[config.mk]
export PLATFORM = sky130hd
export DESIGN_NAME = regfile_wport_arbiter_flat
export DESIGN_NICKNAME = d
export VERILOG_FILES = /design/src/rtl/regfile_wport_arbiter_if.sv /design/src/rtl/regfile_wport_arbiter.sv /design/src/flat_wrapper.sv
export SDC_FILE = /design/constraint.sdc
export NUM_CORES = 1
export LEC_CHECK = 0
export BUFFER_PORTS_ARGS = -buffer_cell sky130_fd_sc_hd__buf_2
export CORE_MARGIN = 3
export CORE_UTILIZATION = 54
export CTS_CLUSTER_SIZE = 10
export DETAILED_ROUTE_END_ITERATION = 6
export GPL_ROUTABILITY_DRIVEN = 1
export PLACE_DENSITY_LB_ADDON = 0.15
export RECOVER_POWER = 100
export SYNTH_ARGS = -nofsm -noshare
export SYNTH_HDL_FRONTEND = slang
export SYNTH_SLANG_ARGS = --single-unit
export TNS_END_PERCENT = 20
[constraint.sdc]
create_clock -name clk -period 4.4 [get_ports clk]
set_input_delay 0.44 -clock clk [delete_from_list [all_inputs] [get_ports clk]]
set_output_delay 0.44 -clock clk [all_outputs]
set_load 0.02 [all_outputs]
[src/rtl/regfile_wport_arbiter_if.sv]
// rtl/regfile_wport_arbiter_if.sv - bus bundle for the register-file write-port arbiter
//
// Purpose: groups the WB-stage request, long-latency result handshake,
// register-file write port, stall request and hazard-check signals.
// Ports (signals):
//   wb_we/wb_addr/wb_data       WB stage write request (master -> slave)
//   lu_valid/lu_addr/lu_data    long-latency result (master -> slave)
//   lu_ready                    FIFO can accept a result (slave -> master)
//   rf_we/rf_waddr/rf_wdata     register file write port (slave -> master)
//   stall_req                   one-cycle WB freeze request (slave -> master)
//   chk_addr1/2, pend_hit1/2    pending-write hazard lookup
//   fifo_count                  occupied FIFO entries
interface regfile_wport_arbiter_if #(
  parameter int DATA_W = 32,
  parameter int ADDR_W = 5,
  parameter int DEPTH  = 2
);
  localparam int CNT_W = $clog2(DEPTH) + 1;

  logic              wb_we;
  logic [ADDR_W-1:0] wb_addr;
  logic [DATA_W-1:0] wb_data;
  logic              lu_valid;
  logic              lu_ready;
  logic [ADDR_W-1:0] lu_addr;
  logic [DATA_W-1:0] lu_data;
  logic              rf_we;
  logic [ADDR_W-1:0] rf_waddr;
  logic [DATA_W-1:0] rf_wdata;
  logic              stall_req;
  logic [ADDR_W-1:0] chk_addr1;
  logic [ADDR_W-1:0] chk_addr2;
  logic              pend_hit1;
  logic              pend_hit2;
  logic [CNT_W-1:0]  fifo_count;

  modport master (
    output wb_we, wb_addr, wb_data,
    output lu_valid, lu_addr, lu_data,
    input  lu_ready,
    input  rf_we, rf_waddr, rf_wdata,
    input  stall_req,
    output chk_addr1, chk_addr2,
    input  pend_hit1, pend_hit2,
    input  fifo_count
  );

  modport slave (
    input  wb_we, wb_addr, wb_data,
    input  lu_valid, lu_addr, lu_data,
    output lu_ready,
    output rf_we, rf_waddr, rf_wdata,
    output stall_req,
    input  chk_addr1, chk_addr2,
    output pend_hit1, pend_hit2,
    output fifo_count
  );
endinterface

[src/rtl/regfile_wport_arbiter.sv]
// rtl/regfile_wport_arbiter.sv - register-file write-port arbiter between WB and long-latency unit
//
// Purpose: WB owns the single write port with fixed priority; long-latency
// results are parked in a small FIFO and drain into cycles WB leaves idle.
// A starvation counter raises stall_req once the FIFO head has been blocked
// STARVE_MAX cycles in a row. pend_hit flags reads of registers whose write
// is still parked.
// Ports:
//   clk   clock, rising edge
//   rst   asynchronous active-low reset
//   bus   regfile_wport_arbiter_if.slave (all handshake, write port and hazard signals)
module regfile_wport_arbiter #(
  parameter int DATA_W     = 32,
  parameter int ADDR_W     = 5,
  parameter int DEPTH      = 2,
  parameter int STARVE_MAX = 4
) (
  input  logic                         clk,
  input  logic                         rst,
  regfile_wport_arbiter_if.slave       bus
);
  localparam int PTR_W = $clog2(DEPTH);
  localparam int CNT_W = PTR_W + 1;
  localparam int ST_W  = $clog2(STARVE_MAX + 1);

  logic [ADDR_W-1:0] addr_mem [DEPTH];
  logic [DATA_W-1:0] data_mem [DEPTH];

  logic [PTR_W-1:0] wptr_q, wptr_d;
  logic [PTR_W-1:0] rptr_q, rptr_d;
  logic [CNT_W-1:0] cnt_q, cnt_d;
  logic [ST_W-1:0]  starve_q, starve_d;

  logic wb_claim;
  logic fifo_empty;
  logic push;
  logic pop;

  // Address 0 is the hard-wired zero register; writes to it are no-ops.
  assign wb_claim   = bus.wb_we && (bus.wb_addr != '0);
  assign fifo_empty = (cnt_q == '0);
  assign bus.lu_ready = (cnt_q < CNT_W'(DEPTH));

  // Accepted results to r0 are dropped, never parked.
  assign push = bus.lu_valid && bus.lu_ready && (bus.lu_addr != '0);
  assign pop  = rst && !wb_claim && !fifo_empty;

  // rst gating keeps the register file untouched while reset is held,
  // even if WB keeps requesting.
  assign bus.rf_we    = rst && (wb_claim || !fifo_empty);
  assign bus.rf_waddr = wb_claim ? bus.wb_addr : addr_mem[rptr_q];
  assign bus.rf_wdata = wb_claim ? bus.wb_data : data_mem[rptr_q];

  assign bus.stall_req  = (starve_q == ST_W'(STARVE_MAX));
  assign bus.fifo_count = cnt_q;

  always_comb begin
    wptr_d = push ? wptr_q + PTR_W'(1) : wptr_q;
    rptr_d = pop  ? rptr_q + PTR_W'(1) : rptr_q;
    cnt_d  = cnt_q;
    case ({push, pop})
      2'b10:   cnt_d = cnt_q + CNT_W'(1);
      2'b01:   cnt_d = cnt_q - CNT_W'(1);
      default: cnt_d = cnt_q;
    endcase
  end

  // Counts only cycles where a parked head is actually blocked by WB.
  always_comb begin
    starve_d = starve_q;
    if (pop || fifo_empty) begin
      starve_d = '0;
    end else if (wb_claim && (starve_q != ST_W'(STARVE_MAX))) begin
      starve_d = starve_q + ST_W'(1);
    end
  end

  // Scan entries from the head; only the first cnt_q slots hold live writes.
  always_comb begin
    logic [PTR_W-1:0] idx;
    bus.pend_hit1 = 1'b0;
    bus.pend_hit2 = 1'b0;
    idx = rptr_q;
    for (int k = 0; k < DEPTH; k++) begin
      idx = rptr_q + PTR_W'(k);
      if (CNT_W'(k) < cnt_q) begin
        if ((bus.chk_addr1 != '0) && (addr_mem[idx] == bus.chk_addr1)) bus.pend_hit1 = 1'b1;
        if ((bus.chk_addr2 != '0) && (addr_mem[idx] == bus.chk_addr2)) bus.pend_hit2 = 1'b1;
      end
    end
  end

  always_ff @(posedge clk or negedge rst) begin
    if (!rst) begin
      wptr_q   <= '0;
      rptr_q   <= '0;
      cnt_q    <= '0;
      starve_q <= '0;
    end else begin
      wptr_q   <= wptr_d;
      rptr_q   <= rptr_d;
      cnt_q    <= cnt_d;
      starve_q <= starve_d;
    end
  end

  // Payload storage needs no reset: occupancy alone decides validity.
  always_ff @(posedge clk) begin
    if (push) begin
      addr_mem[wptr_q] <= bus.lu_addr;
      data_mem[wptr_q] <= bus.lu_data;
    end
  end
endmodule

[src/flat_wrapper.sv]
// flat-port wrapper written by rule: the top's interface ports become plain ports
module regfile_wport_arbiter_flat 
#(
  parameter int DATA_W     = 32,
  parameter int ADDR_W     = 5,
  parameter int DEPTH      = 2,
  parameter int STARVE_MAX = 4
)
  (clk, rst, bus_wb_we, bus_wb_addr, bus_wb_data, bus_lu_valid, bus_lu_addr, bus_lu_data, bus_lu_ready, bus_rf_we, bus_rf_waddr, bus_rf_wdata, bus_stall_req, bus_chk_addr1, bus_chk_addr2, bus_pend_hit1, bus_pend_hit2, bus_fifo_count);
  regfile_wport_arbiter_if #(.DATA_W(DATA_W), .ADDR_W(ADDR_W), .DEPTH(DEPTH)) bus_i ();
  input  logic clk;
  input  logic rst;
  input wire logic [$bits(bus_i.wb_we)-1:0] bus_wb_we;
  input wire logic [$bits(bus_i.wb_addr)-1:0] bus_wb_addr;
  input wire logic [$bits(bus_i.wb_data)-1:0] bus_wb_data;
  input wire logic [$bits(bus_i.lu_valid)-1:0] bus_lu_valid;
  input wire logic [$bits(bus_i.lu_addr)-1:0] bus_lu_addr;
  input wire logic [$bits(bus_i.lu_data)-1:0] bus_lu_data;
  output wire logic [$bits(bus_i.lu_ready)-1:0] bus_lu_ready;
  output wire logic [$bits(bus_i.rf_we)-1:0] bus_rf_we;
  output wire logic [$bits(bus_i.rf_waddr)-1:0] bus_rf_waddr;
  output wire logic [$bits(bus_i.rf_wdata)-1:0] bus_rf_wdata;
  output wire logic [$bits(bus_i.stall_req)-1:0] bus_stall_req;
  input wire logic [$bits(bus_i.chk_addr1)-1:0] bus_chk_addr1;
  input wire logic [$bits(bus_i.chk_addr2)-1:0] bus_chk_addr2;
  output wire logic [$bits(bus_i.pend_hit1)-1:0] bus_pend_hit1;
  output wire logic [$bits(bus_i.pend_hit2)-1:0] bus_pend_hit2;
  output wire logic [$bits(bus_i.fifo_count)-1:0] bus_fifo_count;
  assign bus_i.wb_we = bus_wb_we;
  assign bus_i.wb_addr = bus_wb_addr;
  assign bus_i.wb_data = bus_wb_data;
  assign bus_i.lu_valid = bus_lu_valid;
  assign bus_i.lu_addr = bus_lu_addr;
  assign bus_i.lu_data = bus_lu_data;
  assign bus_lu_ready = bus_i.lu_ready;
  assign bus_rf_we = bus_i.rf_we;
  assign bus_rf_waddr = bus_i.rf_waddr;
  assign bus_rf_wdata = bus_i.rf_wdata;
  assign bus_stall_req = bus_i.stall_req;
  assign bus_i.chk_addr1 = bus_chk_addr1;
  assign bus_i.chk_addr2 = bus_chk_addr2;
  assign bus_pend_hit1 = bus_i.pend_hit1;
  assign bus_pend_hit2 = bus_i.pend_hit2;
  assign bus_fifo_count = bus_i.fifo_count;
  regfile_wport_arbiter #(.DATA_W(DATA_W), .ADDR_W(ADDR_W), .DEPTH(DEPTH), .STARVE_MAX(STARVE_MAX)) u_core (.clk(clk), .rst(rst), .bus(bus_i));
endmodule
==> flow_summary.json <==
{
  "status": "finished with violations",
  "violations": "max-capacitance violations, max-slew violations",
  "ctsLongestPathBuffers": 2,
  "core_sq_um": 6530,
  "synth.distinct_cells": 26,
  "cp_max_fo": 41,
  "slew-limit-headroom_pct": -29.3,
  "dr.pass1.iters": 4,
  "max_freq_mhz": 292,
  "die_w_microns": 89.2,
  "hpwlAfterDp_microns": 5560,
  "cts-root-buf": "clkbuf_8",
  "avgSynthCellArea_sq_um": 13.4,
  "gp_congestion": 0.862,
  "yosys_warnings": 0,
  "worst_path_max_delay_cell": "o21ai_2",
  "hp-class": "in -> reg",
  "synth_seq_area_share_pct": 64.1,
  "synth_top_area_cell": "edfxtp_1",
  "grt_use_total_pct": 19.5,
  "post-route-period-util_pct": 77.9,
  "p_comb_share_pct": 32.4,
  "postCtsSetupBuffers": 0,
  "detail_route.wl_per_cell_microns": 15.8,
  "rows": 29,
  "avgViaCountPerCell": 5.32,
  "p_sw_uw": 902,
  "seqCellArea_sq_um": 2400,
  "wl_microns": 7810,
  "synth_top_cell_area_share_pct": 59.4,
  "cts.clk_slew.worst_paths_ns": 0.08,
  "layout.nets": 505,
  "dieArea_sq_um": 7960,
  "synth_top_flop_cell": "edfxtp_1",
  "numCtsBuffers": 9,
  "synth_edf_count": 74,
  "synth_common_cells": "edfxtp_1 (74), mux2i_1 (48), nor2_1 (45)",
  "start_kind": "input pin",
  "critical_path_class": "in -> out",
  "crit_required_ns": 3.96,
  "tns_ns": 0,
  "dp_cells": 477,
  "drc": 0,
  "drt-initial-drc-count": 86,
  "async_flop_share_pct": 8.64,
  "overflow": 0,
  "endpoint_kind": "output port",
  "drive_gt1_share_pct": 22.3,
  "ir_worst_vdd_v": 0.000297,
  "setup_viol": 0,
  "grt_setup_unrepaired": "false",
  "synth_seq_cells": 81,
  "antenna_found_initial": 0,
  "clkPwrFrac_pct": 22.7,
  "p_int_uw": 1690,
  "path_cells": "buf_2 -> or4_1 -> o21ai_2 -> buf_12 -> nor2_1 -> a21oi_1 -> clkbuf_1",
  "synth_cells": 280,
  "yosysMostFrequentCell": "edfxtp_1",
  "instances_no_fill": 494,
  "synth_area_leaders": "edfxtp_1 (59%), mux2i_1 (13%), a21oi_1 (5.0%), dfrtp_1 (4.7%), nor2_1 (4.5%)",
  "slowest_delay_ns": 1.12,
  "numPortBuffers": 131,
  "worst_ep_arrival_time_ns": 2.99,
  "drtAntennaViolNets": 0,
  "fillers": 516,
  "fin_skew_ns": 0.00752,
  "worst_skew_pair.late_latency_ns": 0.34,
  "hold_violations": 0,
  "drv_cap": 2,
  "num_io_pins": 132,
  "sw_frac_of_total_pct": 34.8,
  "die_y_microns": 89.2,
  "grt_max_degree": 42,
  "synth_nets": 373,
  "grt_pass1_vias": 2474,
  "antenna_cells": 0,
  "drv_slew": 76,
  "power_frac_seq_pct": 44.9,
  "grt_pass1_wl_microns": 11500,
  "multi_input_area_sq_um": 1240,
  "initial_core_util_pct": 57.3,
  "hold_slack_ns": 0.280,
  "fin_crit_ns": 3.43,
  "cts_tree": "yes",
  "syn-cell-area_sq_um": 3740,
  "htree_levels": 3,
  "post-route-util_pct": 70.3,
  "cts.sinks": 81,
  "leakage_uw": 0.00186,
  "worstMarginPinSlew_ns": 1.94,
  "area_growth_syn_to_layout_pct": 22.9,
  "vias": 2629,
  "power.density_nw_per_um2": 564
}
==> path summary, 6_finish.rpt <==
kind | start | end | slack [ns] | cells after the start
setup / recovery | bus_wb_addr[2] | bus_rf_wdata[7] | 0.97 | 7
hold / removal | bus_lu_data[6] | u_core.data_mem[0][6] | 0.28 | 1
setup reg to reg | u_core.bus.fifo_count[1] | u_core.addr_mem[1][2] | 1.73 | 3
hold reg to reg | u_core.wptr_q | u_core.wptr_q | 0.52 | 1
max in group asynchronous | rst | u_core.rptr_q | 3.35 | 2
min in group asynchronous | rst | u_core.bus.fifo_count[0] | 0.62 | 2
==> layout make-up <==
cell class	count	area share, %
well taps	77	2.10
repair buffers	134	13.5
multi-input cells	180	27.0
inverters	6	0.490
clock buffers	10	2.78
clock inverters	6	1.93
flip-flops and latches	81	52.2
==> flip-flops by register name, summed over array words and instances, names as in the netlist <==
register and cells:
u_core.addr_mem 10, u_core.bus.fifo_count 2, u_core.data_mem 64, u_core.rptr_q 1
u_core.starve_q 3, u_core.wptr_q 1
==> per-layer routing <==
layer  part of all wire [%]  wire, microns  vias to the layer above  global-route usage [%]
li1                       -              -                     1300                       -
met1                     42           3240                     1220                    24.2
met2                     51           3970                       94                    32.7
met3                    5.7            442                       15                    4.42
met4                    2.0            155                        0                    8.80
met5                      0              0                        -                       0
==> timing repair <==
item                      in CTS  in global routing
gates resized for setup        0                  0
hold buffers                   1                  0
hold endpoints to repair       7                  0
==> logic make-up after synthesis <==
group,count (synthesis),share of synthesized area (%)
adder cells (fa/ha/maj),5,1.67
multiplexers,48,12.8
AND/OR/NAND/NOR,62,7.23
flip-flops,81,64.1
XOR/XNOR,20,4.68
buffers and inverters,19,2.41
AO/OA/AOI/OAI,45,7.06
==> power groups by stage <==
stage | Sequential [uW] | Combinational, uW | Clock, uW
finish | 1160 | 839 | 589
global route | 1190 | 914 | 626
CTS | 1160 | 887 | 593
detailed placement | 1180 | 883 | 0
global placement | 1170 | 864 | 0
floorplan | 1110 | 668 | 0
==> worst max-delay path, delay by kind of cell <==
| family | cells | cell delay, ns |
|---|---|---|
| buf+inv | 3 | 0.65 |
| simple gates | 2 | 0.61 |
| compound gates | 2 | 1.26 |
==> per-stage QoR <==
stage	setup WS, ns	power, uW	instance area [sq um]
floorplan	1.47	1770	3740
global placement	1.53	2040	4470
global route	0.664	2730	4590
CTS	1.31	2640	4690
detailed placement	1.43	2070	4470
finish	0.971	2590	4590
==> cells in the final DEF, fill, tap and decap left out, types with 4 or more instances in the layout <==
cell type	instances
mux2i_1	48
xnor2_1	7
inv_1	6
nor4_1	4
clkbuf_8	9
ha_1	5
dfrtp_1	6
buf_2	73
clkbuf_1	59
nor2_1	43
a21oi_1	37
xor2_1	13
edfxtp_1	74
(Power assumes the default switching activity.)
